`src/rtl/nibble_adder_sequencer.sv`:
```
// rtl/nibble_adder_sequencer.sv - multi-cycle WIDTH-bit add on a shared 4-bit adder, one nibble per clock
//
// Purpose:
//   Latches two WIDTH-bit operands and a carry-in, then steps the external
//   4-bit full adder through NIB = WIDTH/4 nibbles, least-significant first,
//   chaining the carry and assembling the result.  A start/busy/done
//   handshake frames each operation.
//
// Optional feature:
//   SUBTRACT_EN - when defined, sub=1 at start computes op_a - op_b by
//   latching ~op_b with a carry-in of 1.  When undefined, sub is ignored.
//
// Ports:
//   clk, rst             clock (rising edge), asynchronous active-high reset
//   start, op_a, op_b,   operation request and operands, sampled in IDLE only
//   cin, sub
//   adder_a/b/c0         nibble operands and carry driven to the shared adder
//   adder_s/c4           adder sum and carry-out (combinational from a/b/c0)
//   busy                 high while nibbles are being processed
//   done                 one-cycle pulse when sum/cout/ovf are valid
//   sum, cout, ovf       result, final carry-out, signed overflow

module nibble_adder_sequencer #(
    parameter int WIDTH = 16
) (
    input  logic             clk,
    input  logic             rst,
    input  logic             start,
    input  logic [WIDTH-1:0] op_a,
    input  logic [WIDTH-1:0] op_b,
    input  logic             cin,
    input  logic             sub,
    output logic [3:0]       adder_a,
    output logic [3:0]       adder_b,
    output logic             adder_c0,
    input  logic [3:0]       adder_s,
    input  logic             adder_c4,
    output logic             busy,
    output logic             done,
    output logic [WIDTH-1:0] sum,
    output logic             cout,
    output logic             ovf
);

    localparam int NIB  = WIDTH / 4;
    localparam int IDXW = (NIB > 1) ? $clog2(NIB) : 1;

    typedef enum logic [1:0] {
        S_IDLE,
        S_RUN,
        S_DONE
    } state_t;

    state_t           state_q;
    logic [IDXW-1:0]  idx_q;
    logic [WIDTH-1:0] a_q;
    logic [WIDTH-1:0] b_q;
    logic             carry_q;
    logic [WIDTH-1:0] sum_q;
    logic             cout_q;
    logic             ovf_q;
    logic             busy_q;
    logic             done_q;

    // Effective B operand and carry-in captured on an accepted start.
    logic [WIDTH-1:0] b_d;
    logic             carry_d;

`ifdef SUBTRACT_EN
    always_comb begin
        b_d     = sub ? ~op_b : op_b;
        carry_d = sub ? 1'b1 : cin;
    end
`else
    logic unused_sub;
    assign unused_sub = sub;

    always_comb begin
        b_d     = op_b;
        carry_d = cin;
    end
`endif

    wire last_nib = (idx_q == IDXW'(NIB - 1));

    // Adder ports are idle (zero) outside RUN so the shared adder sees no
    // stale operands between operations.
    always_comb begin
        adder_a  = 4'd0;
        adder_b  = 4'd0;
        adder_c0 = 1'b0;
        if (state_q == S_RUN) begin
            adder_c0 = carry_q;
            for (int k = 0; k < NIB; k++) begin
                if (idx_q == IDXW'(k)) begin
                    adder_a = a_q[4*k +: 4];
                    adder_b = b_q[4*k +: 4];
                end
            end
        end
    end

    always_ff @(posedge clk or posedge rst) begin
        if (rst) begin
            state_q <= S_IDLE;
            idx_q   <= '0;
            a_q     <= '0;
            b_q     <= '0;
            carry_q <= 1'b0;
            sum_q   <= '0;
            cout_q  <= 1'b0;
            ovf_q   <= 1'b0;
            busy_q  <= 1'b0;
            done_q  <= 1'b0;
        end else begin
            case (state_q)
                S_IDLE: begin
                    if (start) begin
                        a_q     <= op_a;
                        b_q     <= b_d;
                        carry_q <= carry_d;
                        idx_q   <= '0;
                        sum_q   <= '0;
                        cout_q  <= 1'b0;
                        ovf_q   <= 1'b0;
                        done_q  <= 1'b0;
                        busy_q  <= 1'b1;
                        state_q <= S_RUN;
                    end
                end
                S_RUN: begin
                    for (int k = 0; k < NIB; k++) begin
                        if (idx_q == IDXW'(k)) begin
                            sum_q[4*k +: 4] <= adder_s;
                        end
                    end
                    carry_q <= adder_c4;
                    idx_q   <= idx_q + IDXW'(1);
                    if (last_nib) begin
                        cout_q  <= adder_c4;
                        // Final sum MSB is adder_s[3] on this edge; sum_q
                        // does not hold it yet.
                        ovf_q   <= (a_q[WIDTH-1] == b_q[WIDTH-1]) &&
                                   (adder_s[3] != a_q[WIDTH-1]);
                        busy_q  <= 1'b0;
                        done_q  <= 1'b1;
                        state_q <= S_DONE;
                    end
                end
                S_DONE: begin
                    done_q  <= 1'b0;
                    state_q <= S_IDLE;
                end
                default: begin
                    state_q <= S_IDLE;
                    busy_q  <= 1'b0;
                    done_q  <= 1'b0;
                end
            endcase
        end
    end

    assign busy = busy_q;
    assign done = done_q;
    assign sum  = sum_q;
    assign cout = cout_q;
    assign ovf  = ovf_q;

endmodule

```
`config.mk`:
```
export PLATFORM = sky130hd
export DESIGN_NAME = nibble_adder_sequencer
export DESIGN_NICKNAME = d
export VERILOG_FILES = /design/src/rtl/nibble_adder_sequencer.sv
export SDC_FILE = /design/constraint.sdc
export NUM_CORES = 1
export LEC_CHECK = 0
export CORE_ASPECT_RATIO = 1.25
export CORE_MARGIN = 2
export CORE_UTILIZATION = 54
export CTS_BUF_LIST = sky130_fd_sc_hd__clkbuf_8
export DETAILED_ROUTE_END_ITERATION = 8
export PLACE_DENSITY = 0.87
export SETUP_SLACK_MARGIN = 0.02
export SLEW_MARGIN = 25
export SYNTH_ARGS = -nofsm -noshare
export SYNTH_HDL_FRONTEND = slang
export SYNTH_SLANG_ARGS = --single-unit
export TNS_END_PERCENT = 30
```
`constraint.sdc`:
```
create_clock -name clk -period 3.32 [get_ports clk]
set_clock_uncertainty 0.15 [all_clocks]
set_input_delay 0.498 -clock clk [delete_from_list [all_inputs] [get_ports clk]]
set_output_delay 0.498 -clock clk [all_outputs]
set_load 0.02 [all_outputs]
```
# After elaboration in Yosys (flattened, before gate mapping)
# Cells that the tools add are included.
[totals]
inputBits = 42
reg_bits = 57
out_inout_bits = 29
[op_classes]
muxes = 34
n_reduce_logical = 12
n_bitwise = 1
n_eq_ne = 12
n_addsub = 1
[op_table]
columns = ["operator", "n"]
rows = [
  ["$mux 4", 14],
  ["$pmux 16 s2", 1],
  ["$mux 16", 1],
  ["$reduce_and 3->1", 5],
  ["$mux 1", 8],
  ["$pmux 1 s2", 4],
  ["$pmux 2 s2", 2],
  ["$eq 2x2->1 const B", 3],
  ["$mux 2", 3],
  ["$ne 2x1->1 const B", 3],
  ["$reduce_and 2->1", 3],
  ["$eq 2x1->1 const B", 2],
  ["$logic_not 2->1", 2],
  ["$ne 2x2->1 const B", 2],
  ["$pmux 1 s3", 1],
  ["$add 2x1->2 const B", 1],
  ["$reduce_bool 2->1", 1],
  ["$eq 1x1->1", 1],
  ["$logic_and 1x1->1", 1],
  ["$ne 1x1->1", 1],
  ["$not 1->1", 1],
]

# Longest topological paths before layout
[logic_depth]
ltp_word = 6
ltp_mapped = 7

# Worst setup path before layout
# Ideal clock, no wire load.
[synth_path]
path_kind = "register to output"
from = "reg idx_q[0]"
to = "out adder_a[3]"
stages_incl_launch_ff = 8
t_arrival_ps = 1782
path_buffers = 2
setup_slack_ps = 890
cell_sequence = "dfrtp_1 -> inv_1 -> ha_1 -> buf_2 -> inv_1 -> clkbuf_1 -> o21ai_0 -> o32ai_1"
[synth_between]
elab_chain_cells = 6
word_cells_on_any_way = 9
classes_between = "eq/ne: 3; mux: 5; reduce/logical: 1"
[synth_rtl]
columns = ["item", "line", "rtl"]
rows = [
  ["from (decl)", "55", "logic [IDXW-1:0] idx_q;"],
  ["from (signal assigned)", "138", "idx_q <= idx_q + IDXW'(1);"],
  ["$logic_not 2->1", "95", "if (idx_q == IDXW'(k)) begin"],
  ["$mux 4 (3 in a row)", "95", ""],
  ["$mux 4 *", "95", ""],
  ["$mux 4 *", "92", "if (state_q == S_RUN) begin"],
  ["to (decl)", "33", "output logic [3:0] adder_a,"],
]
# Mark *: on every way between the ends. The rest lies on a longest branch, timed or not.

# Worst setup path after layout
[layout_path]
from = "reg idx_q[1]"
to = "out adder_a[0]"
# Same word-level chain as after synthesis.

==> impl_metrics.prom <==
# TYPE chip_impl_metric gauge
chip_impl_metric{name="numPortBuffers",unit=""} 69
chip_impl_metric{name="ys_async_sr_fraction",unit=""} 1.000
chip_impl_metric{name="number_of_standard_cell_rows_in_the_floorplan",unit=""} 28
chip_impl_metric{name="filler_cell_count",unit=""} 332
chip_impl_info{name="tritoncts",value="built"} 1
chip_impl_metric{name="preCtsSetupSlack",unit="ns"} 0.3983
chip_impl_metric{name="power.density_cell_area",unit="nW/um2"} 982.2
chip_impl_metric{name="synth_edf_count",unit=""} 0
chip_impl_metric{name="worstHoldPathCells",unit=""} 1
chip_impl_metric{name="final_core_util",unit=""} 0.7410
chip_impl_metric{name="globalplace.congestion",unit=""} 0.7820
chip_impl_metric{name="grt_first_pass_wirelength",unit="um"} 9370
chip_impl_metric{name="final_net_count",unit=""} 325
chip_impl_metric{name="grt-ovfl-total",unit=""} 0
chip_impl_info{name="setup.worst_path.class",value="flop to primary output"} 1
chip_impl_metric{name="post_cts_resized",unit=""} 0
chip_impl_metric{name="vias",unit=""} 1982
chip_impl_metric{name="ys_ff_latch",unit=""} 56
chip_impl_metric{name="hold_slack",unit="ns"} 0.3608
chip_impl_metric{name="via_per_inst",unit=""} 5.829
chip_impl_metric{name="critPathRequiredTime",unit="ns"} 2.67
chip_impl_metric{name="dpl.hpwl",unit="um"} 4147
chip_impl_metric{name="grtUsageTotal",unit=""} 0.2291
chip_impl_metric{name="multi_input_comb_area",unit="um2"} 1134
chip_impl_metric{name="htree_levels",unit=""} 2
chip_impl_metric{name="synth_warnings",unit=""} 0
chip_impl_metric{name="setup_slack_of_the_most_critical_reg_to_reg_path",unit="ns"} 1.17
chip_impl_metric{name="synth_seq_area_share",unit=""} 0.5263
chip_impl_metric{name="synth_cell_type_count",unit=""} 29
chip_impl_info{name="ys.flop_type",value="sky130_fd_sc_hd__dfrtp_1"} 1
chip_impl_info{name="reg2reg_to",value="sum[12]"} 1
chip_impl_metric{name="design.portCount",unit=""} 71
chip_impl_metric{name="die_x",unit="um"} 66.81
chip_impl_metric{name="cts_post_setup_buffers_inserted",unit=""} 0
chip_impl_metric{name="critical_path_arrival",unit="ns"} 2.53
chip_impl_metric{name="relSlewSlack",unit=""} 0.4856
chip_impl_info{name="r2r-start",value="idx_q[0]"} 1
chip_impl_metric{name="final_max_slew_viol_count",unit=""} 0
chip_impl_metric{name="grtUsageMet1",unit=""} 0.2816
chip_impl_metric{name="part_of_the_power_in_the_clock_network",unit=""} 0.139
chip_impl_metric{name="vdd_drop_max",unit="uV"} 590.7
chip_impl_info{name="rsz_0062_raised_after_global_routing",value="no"} 1
chip_impl_metric{name="postLayoutSetupSlackWorst",unit="ns"} 0.1389
chip_impl_metric{name="min_period",unit="ns"} 3.181
chip_impl_metric{name="fin_tns_setup",unit="ns"} 0
chip_impl_metric{name="fp.dieArea",unit="um2"} 5512
chip_impl_info{name="worst_hold_path_type",value="flop to flop"} 1
chip_impl_info{name="cp-end-kind",value="primary output"} 1
chip_impl_metric{name="max_freq",unit="MHz"} 314.4
chip_impl_metric{name="p_leak",unit="nW"} 1.527
chip_impl_metric{name="hold_viol_final",unit=""} 0
chip_impl_metric{name="netlist_instances",unit=""} 211
chip_impl_metric{name="n_antenna_cell",unit=""} 0
chip_impl_metric{name="clk_latency",unit="ns"} 0.32
chip_impl_metric{name="synth.cell_area",unit="um2"} 2663
chip_impl_metric{name="path_clk_slew",unit="ns"} 0.09
chip_impl_metric{name="cts-hold-fix-buffers",unit=""} 0
chip_impl_metric{name="combPwrFrac",unit=""} 0.515
chip_impl_metric{name="grt_pass1_vias",unit=""} 1973
chip_impl_metric{name="drt-pass1-iter-count",unit=""} 4
chip_impl_metric{name="area_growth",unit="%"} 31.63
chip_impl_metric{name="post_dr_wirelength_cell",unit="um"} 17.00
chip_impl_metric{name="reg2regPathDepth",unit=""} 4
chip_impl_info{name="grt_busiest_layer",value="met2"} 1
chip_impl_metric{name="gr-usage-met2",unit=""} 0.3980
chip_impl_metric{name="start_util",unit=""} 0.5630
chip_impl_metric{name="syn-num-nets",unit=""} 257
chip_impl_metric{name="worst_slew_pin_slew",unit="ns"} 0.7710
chip_impl_metric{name="core-area",unit="um2"} 4730
chip_impl_metric{name="drt-total-wl",unit="um"} 5781
chip_impl_metric{name="critical_path.max_fanout",unit=""} 11
chip_impl_metric{name="seqPwrFrac",unit=""} 0.345
chip_impl_metric{name="grt_start_max_net_pins",unit=""} 35
chip_impl_metric{name="cell_internal_pwr",unit="mW"} 2.161
chip_impl_metric{name="avgSynthCellArea",unit="um2"} 12.62
chip_impl_metric{name="antenna_found_initial",unit=""} 0
chip_impl_info{name="run_status",value="completed"} 1
chip_impl_metric{name="drcViolationCount",unit=""} 0
chip_impl_metric{name="fin_crit_sh",unit=""} 0.9582
chip_impl_info{name="worst_setup_path_start_kind",value="flop"} 1
chip_impl_metric{name="post_route_cells_drive_above_1_share",unit=""} 0.1821
chip_impl_metric{name="final_antenna_net_count",unit=""} 0
chip_impl_metric{name="groute.layer.met3.usage",unit=""} 0.05285
chip_impl_metric{name="register_area",unit="um2"} 1401
chip_impl_info{name="clockRootBuffer",value="sky130_fd_sc_hd__clkbuf_8"} 1
chip_impl_metric{name="power.switching",unit="mW"} 1.281
chip_impl_metric{name="finalSetupViolations",unit=""} 0
chip_impl_info{name="worst_hold_path.endpoint",value="b_q[9]"} 1
chip_impl_metric{name="power",unit="mW"} 3.442
chip_impl_metric{name="detailedRoute.firstIterationViolations",unit=""} 57
chip_impl_metric{name="clock_sink_count",unit=""} 56
chip_impl_info{name="min_from",value="b_q[9]"} 1
chip_impl_metric{name="cts-buffers-inserted",unit=""} 5
chip_impl_metric{name="max-cap-violations",unit=""} 0
chip_impl_metric{name="floorplan.die.height",unit="um"} 82.51
chip_impl_metric{name="clk_path_buf_depth",unit=""} 2
chip_impl_metric{name="sw_frac_of_total",unit=""} 0.3721
-- cells in the final DEF, fill, tap and decap left out, types with 2 or more instances in the layout --
cell type	synthesis	layout
sky130_fd_sc_hd__o32ai_1	3	3
sky130_fd_sc_hd__dfrtp_1	56	56
sky130_fd_sc_hd__a221oi_1	4	4
sky130_fd_sc_hd__mux2_2	32	32
sky130_fd_sc_hd__buf_4	1	6
sky130_fd_sc_hd__and2b_1	6	6
sky130_fd_sc_hd__clkbuf_8	0	7
sky130_fd_sc_hd__o21ai_0	10	10
sky130_fd_sc_hd__nor2_1	2	2
sky130_fd_sc_hd__a21o_1	5	5
sky130_fd_sc_hd__a31oi_1	4	4
sky130_fd_sc_hd__inv_1	8	7
sky130_fd_sc_hd__o31ai_1	6	6
sky130_fd_sc_hd__a22o_1	36	36
sky130_fd_sc_hd__clkdlybuf4s50_1	0	68
sky130_fd_sc_hd__nand2_1	4	4
sky130_fd_sc_hd__ha_1	4	4
sky130_fd_sc_hd__nand3_1	6	6
sky130_fd_sc_hd__nand2b_1	2	2
-- metal layers --
layer | share of wire | up-vias
met1 | 0.40 | 971
met4 | 0.014 | 0
li1 | - | 934
met3 | 0.052 | 5
met5 | 0 | -
met2 | 0.53 | 72
-- synthesized netlist by cell type (3+ instances only) --
| master | number | area (um2) |
|---|---|---|
| sky130_fd_sc_hd__a21o_1 | 5 | 37.54 |
| sky130_fd_sc_hd__o21ai_0 | 10 | 50.05 |
| sky130_fd_sc_hd__nand3_1 | 6 | 30.03 |
| sky130_fd_sc_hd__and2b_1 | 6 | 45.04 |
| sky130_fd_sc_hd__o32ai_1 | 3 | 26.28 |
| sky130_fd_sc_hd__o31ai_1 | 6 | 45.04 |
| sky130_fd_sc_hd__inv_1 | 8 | 30.03 |
| sky130_fd_sc_hd__a22o_1 | 36 | 315.3 |
| sky130_fd_sc_hd__ha_1 | 4 | 50.05 |
| sky130_fd_sc_hd__mux2_2 | 32 | 360.4 |
| sky130_fd_sc_hd__buf_2 | 5 | 25.02 |
| sky130_fd_sc_hd__a31oi_1 | 4 | 25.02 |
| sky130_fd_sc_hd__dfrtp_1 | 56 | 1401 |
| sky130_fd_sc_hd__buf_6 | 5 | 56.30 |
| sky130_fd_sc_hd__a221oi_1 | 4 | 35.03 |
| sky130_fd_sc_hd__nand2_1 | 4 | 15.01 |
-- metrics by stage --
stage | instances | area, um2
detailed placement | 332 | 3373
CTS | 340 | 3500
global route | 340 | 3505
global placement | 332 | 3373
finish | 340 | 3505
floorplan | 211 | 2663
-- cell families after synthesis --
group	share of synthesized area
adders and majority gates	0.01880
muxes	0.1353
DFF	0.5263
AOI/OAI and AO/OA	0.2152
and+or+nand+nor	0.05545
buffers and inverters	0.04887
-- worst max path at each step --
stage                       endpoint  slack (ns)  startpoint  depth (start not counted)
after global routing      adder_b[0]        0.02    idx_q[0]                          6
final                     adder_a[0]        0.14    idx_q[1]                          6
after detailed placement  adder_b[3]        0.40    idx_q[0]                          6
after floorplan           adder_a[3]        0.89    idx_q[0]                          7
after CTS                 adder_b[3]        0.03    idx_q[0]                          6
after global placement    adder_b[3]        0.41    idx_q[0]                          6
-- registers in the layout (all words and copies together), names as in the netlist --
signal and flops:
a_q 16, b_q 16, busy 1, carry_q 1
cout 1, done 1, idx_q 2, ovf 1
state_q 1, sum 16
-- cell type report --
class                      count  share of cell area
timing repair buffer          75              0.2106
clock buffer                   7             0.02749
inverter                       8            0.008568
clock inverter                 1            0.008568
multi-input combinational    133              0.3235
sequential                    56              0.3999
tap                           60             0.02142
-- critical path, stage by stage, from the launching register on --
cell and delay (ns):
sky130_fd_sc_hd__dfrtp_1 0.42, sky130_fd_sc_hd__inv_1 0.08, sky130_fd_sc_hd__ha_1 0.34, sky130_fd_sc_hd__inv_1 0.27
sky130_fd_sc_hd__a31oi_1 0.13, sky130_fd_sc_hd__o31ai_1 0.31, sky130_fd_sc_hd__clkdlybuf4s50_1 0.67
-- power by group through the flow --
stage | clock [mW] | combinational, mW | sequential (mW)
after global routing | 0.514 | 1.92 | 1.23
after CTS | 0.487 | 1.78 | 1.19
after global placement | 0 | 1.73 | 1.18
after floorplan | 0 | 1.13 | 1.26
after detailed placement | 0 | 1.77 | 1.20
final | 0.480 | 1.77 | 1.19
No activity file was read; power rests on OpenSTA's default activity.
==> edit, RTL diff (same flow settings) <==
Change the parameter `WIDTH` from 16 to 8.
--- a/src/rtl/nibble_adder_sequencer.sv
+++ b/src/rtl/nibble_adder_sequencer.sv
@@ -21,7 +21,7 @@
 //   sum, cout, ovf       result, final carry-out, signed overflow
 
 module nibble_adder_sequencer #(
-    parameter int WIDTH = 16
+    parameter int WIDTH = 8
 ) (
     input  logic             clk,
     input  logic             rst,
Ports: changed (resized op_a, op_b and sum); port bits go from 71 to 47. The function was not compared with the original's and may differ.
==> edit against the original RTL <==
Wire length is 48% lower. Synthesized area is 47% lower. Count of clock-buffer cells in the layout is 1 lower. Sequential cell count is 24 lower. Largest cell class unchanged. Worst setup slack better by 0.61 ns. Cell area is 43% lower. Register-to-register slack better by 0.23 ns. Sequential power is 41% lower. Power is 45% lower.
==> edit: results <==
export IMPL_vias_in_the_first_global_route=1037
export IMPL_ys_dominant_reg_cell="dfrtp_1"
export IMPL_min_path_type="flip-flop to flip-flop"
export IMPL_filler_cell_count=170
export IMPL_dpl_instance_area_sq_um=1890
export IMPL_post_synthesis_area_per_instance_sq_um=13.4
export IMPL_synth_yosys_seq_area_share_pct=56.5
export IMPL_post_cts_clock_slew_at_the_launch_and_capture_registers_of_the_worst_setup_and_hold_paths_ns=0.06
export IMPL_postCtsSetupRepairBufs=0
export IMPL_yosys_cell_types_count=19
export IMPL_critical_path_reg2reg_endpoint="sum[7]"
export IMPL_place_detailed_instances=182
export IMPL_all_layer_gr_usage_pct=22.9
export IMPL_synthesis_nets=132
export IMPL_drt_first_iter_violations=7
export IMPL_grt_antenna_before_repair=0
export IMPL_post_synth_most_frequent_cells="dfrtp_1 (32), mux2_2 (26), nor2_1 (9)"
export IMPL_routed_via_density=5.21
export IMPL_ir_worst_vdd_uv=648
export IMPL_final_max_slew_viol_count=0
export IMPL_post_cts_hold_buffer_count=0
export IMPL_cts_max_level=2
export IMPL_dr_pass1_iters=4
export IMPL_place_hpwl_mm=2.12
export IMPL_place_gp_congestion=0.700
export IMPL_async_reset_ff_share_pct=100
export IMPL_headroom_to_the_max_slew_limit_pct=58.9
export IMPL_reg2reg_from="idx_q"
export IMPL_power_leakage_nw=0.865
export IMPL_grt_max_degree=19
export IMPL_post_layout_nonfiller_instances=190
export IMPL_portBuffers=45
export IMPL_antennaDiodeCount=0
export IMPL_clk_insertion_delay_late_ns=0.28
export IMPL_holdPathStages=1
export IMPL_routed_wl_mm=2.98
export IMPL_min_from="b_q[1]"
export IMPL_regToRegSetupSlack_ns=1.40
export IMPL_cpMaxStageDelayCell="clkdlybuf4s50_1"
export IMPL_fraction_of_layout_cells_with_a_size_suffix_above_1_pct=23.6
export IMPL_cts_buffers=5
export IMPL_grt_pass1_wl_mm=4.87
export IMPL_r2r_cells=3
export IMPL_cp_slowest_stage_delay_ns=0.62
export IMPL_clock_tree_buffer_depth=2
export IMPL_min_to="b_q[1]"
export IMPL_ranking_of_synthesized_cells_by_area="dfrtp_1 (56%), mux2_2 (21%), mux2i_1 (5.6%)"
export IMPL_crit_path_max_fanout=8
export IMPL_postCtsResizedCells=0
export IMPL_status="completed"
export IMPL_timing_critical_path_arrival_ns=1.92
export IMPL_synth_yosys_warnings=0
export IMPL_reported_net_switching_power_w=0.000684
export IMPL_root_buffer="clkbuf_8"
## edit: cell count changes in the layout (fill, tap and decap cells not counted), moves of 5 or more
cell and change:
a21o_1 -5, a22o_1 -36, and2_1 +6, and2b_1 -5
clkdlybuf4s50_1 -23, dfrtp_1 -24, mux2_2 -6, mux2i_1 +8
nand3_1 -6, nor2_1 +7, o21ai_0 -10, o31ai_1 -6
## edit: layout make-up
class | instances | share of cell area (%)
Sequential cell | 32 | 40.4
Clock inverter | 2 | 0.379
Multi-Input combinational cell | 67 | 29.0
Timing Repair Buffer | 47 | 23.5
Inverter | 3 | 0.568
Clock buffer | 6 | 4.16
Tap cell | 33 | 2.08
## edit: stage by stage
stage / setup slack (ns) / total power (W) / utilization [%] / hold slack (ns)
final: 0.752 / 0.00191 / 80.9 / 0.353
after global placement: 1.07 / 0.00159 / 77.2 / 0.338
after floorplan: 1.58 / 0.00129 / - / 0.320
after CTS: 0.717 / 0.00193 / 80.9 / 0.360
after global routing: 0.652 / 0.00202 / 80.9 / 0.372
after detailed placement: 1.05 / 0.00163 / 77.2 / 0.345
## edit: cells by family (layout without fill, tap and decap cells)
kind of cell	Yosys count	count (layout)	share of synthesized area, %
buffers and inverters	7	58	3.00
muxes	34	34	26.3
and+or+nand+nor	25	25	9.88
DFF	32	32	56.5
AOI/OAI and AO/OA	8	8	4.32
## edit: critical path: cells and delay by family (launching register included)
family        cells  cell delay [ns]
simple gates      2             0.55
buf+inv           1             0.62
flops             1             0.47
## edit: per-layer routing
layer | vias to the layer above | global-route usage (%) | routed length [microns]
met3 | 8 | 8.25 | 157
met1 | 483 | 25.2 | 1110
li1 | 466 | - | -
met4 | 0 | 11.9 | 78
met2 | 32 | 39.6 | 1630
met5 | - | 0 | 0
## edit: worst max path at each step
stage / from / end / slack, ns / cells past startpoint
3_3_place_gp: state_q[1] / adder_b[3] / 1.07 / 3
2_1_floorplan: state_q[1] / adder_a[0] / 1.58 / 4
5_1_grt: idx_q / adder_b[0] / 0.65 / 3
6_report: state_q[1] / adder_a[2] / 0.75 / 3
3_5_place_dp: idx_q / adder_b[0] / 1.05 / 3
4_1_cts: idx_q / adder_b[0] / 0.72 / 3
## edit: power groups by stage
stage	clock network (W)	registers [W]	logic (W)
floorplan	0	0.000710	0.000582
global placement	0	0.000698	0.000890
detailed placement	0	0.000714	0.000914
CTS	0.000305	0.000709	0.000921
global route	0.000319	0.000737	0.000968
finish	0.000297	0.000705	0.000907
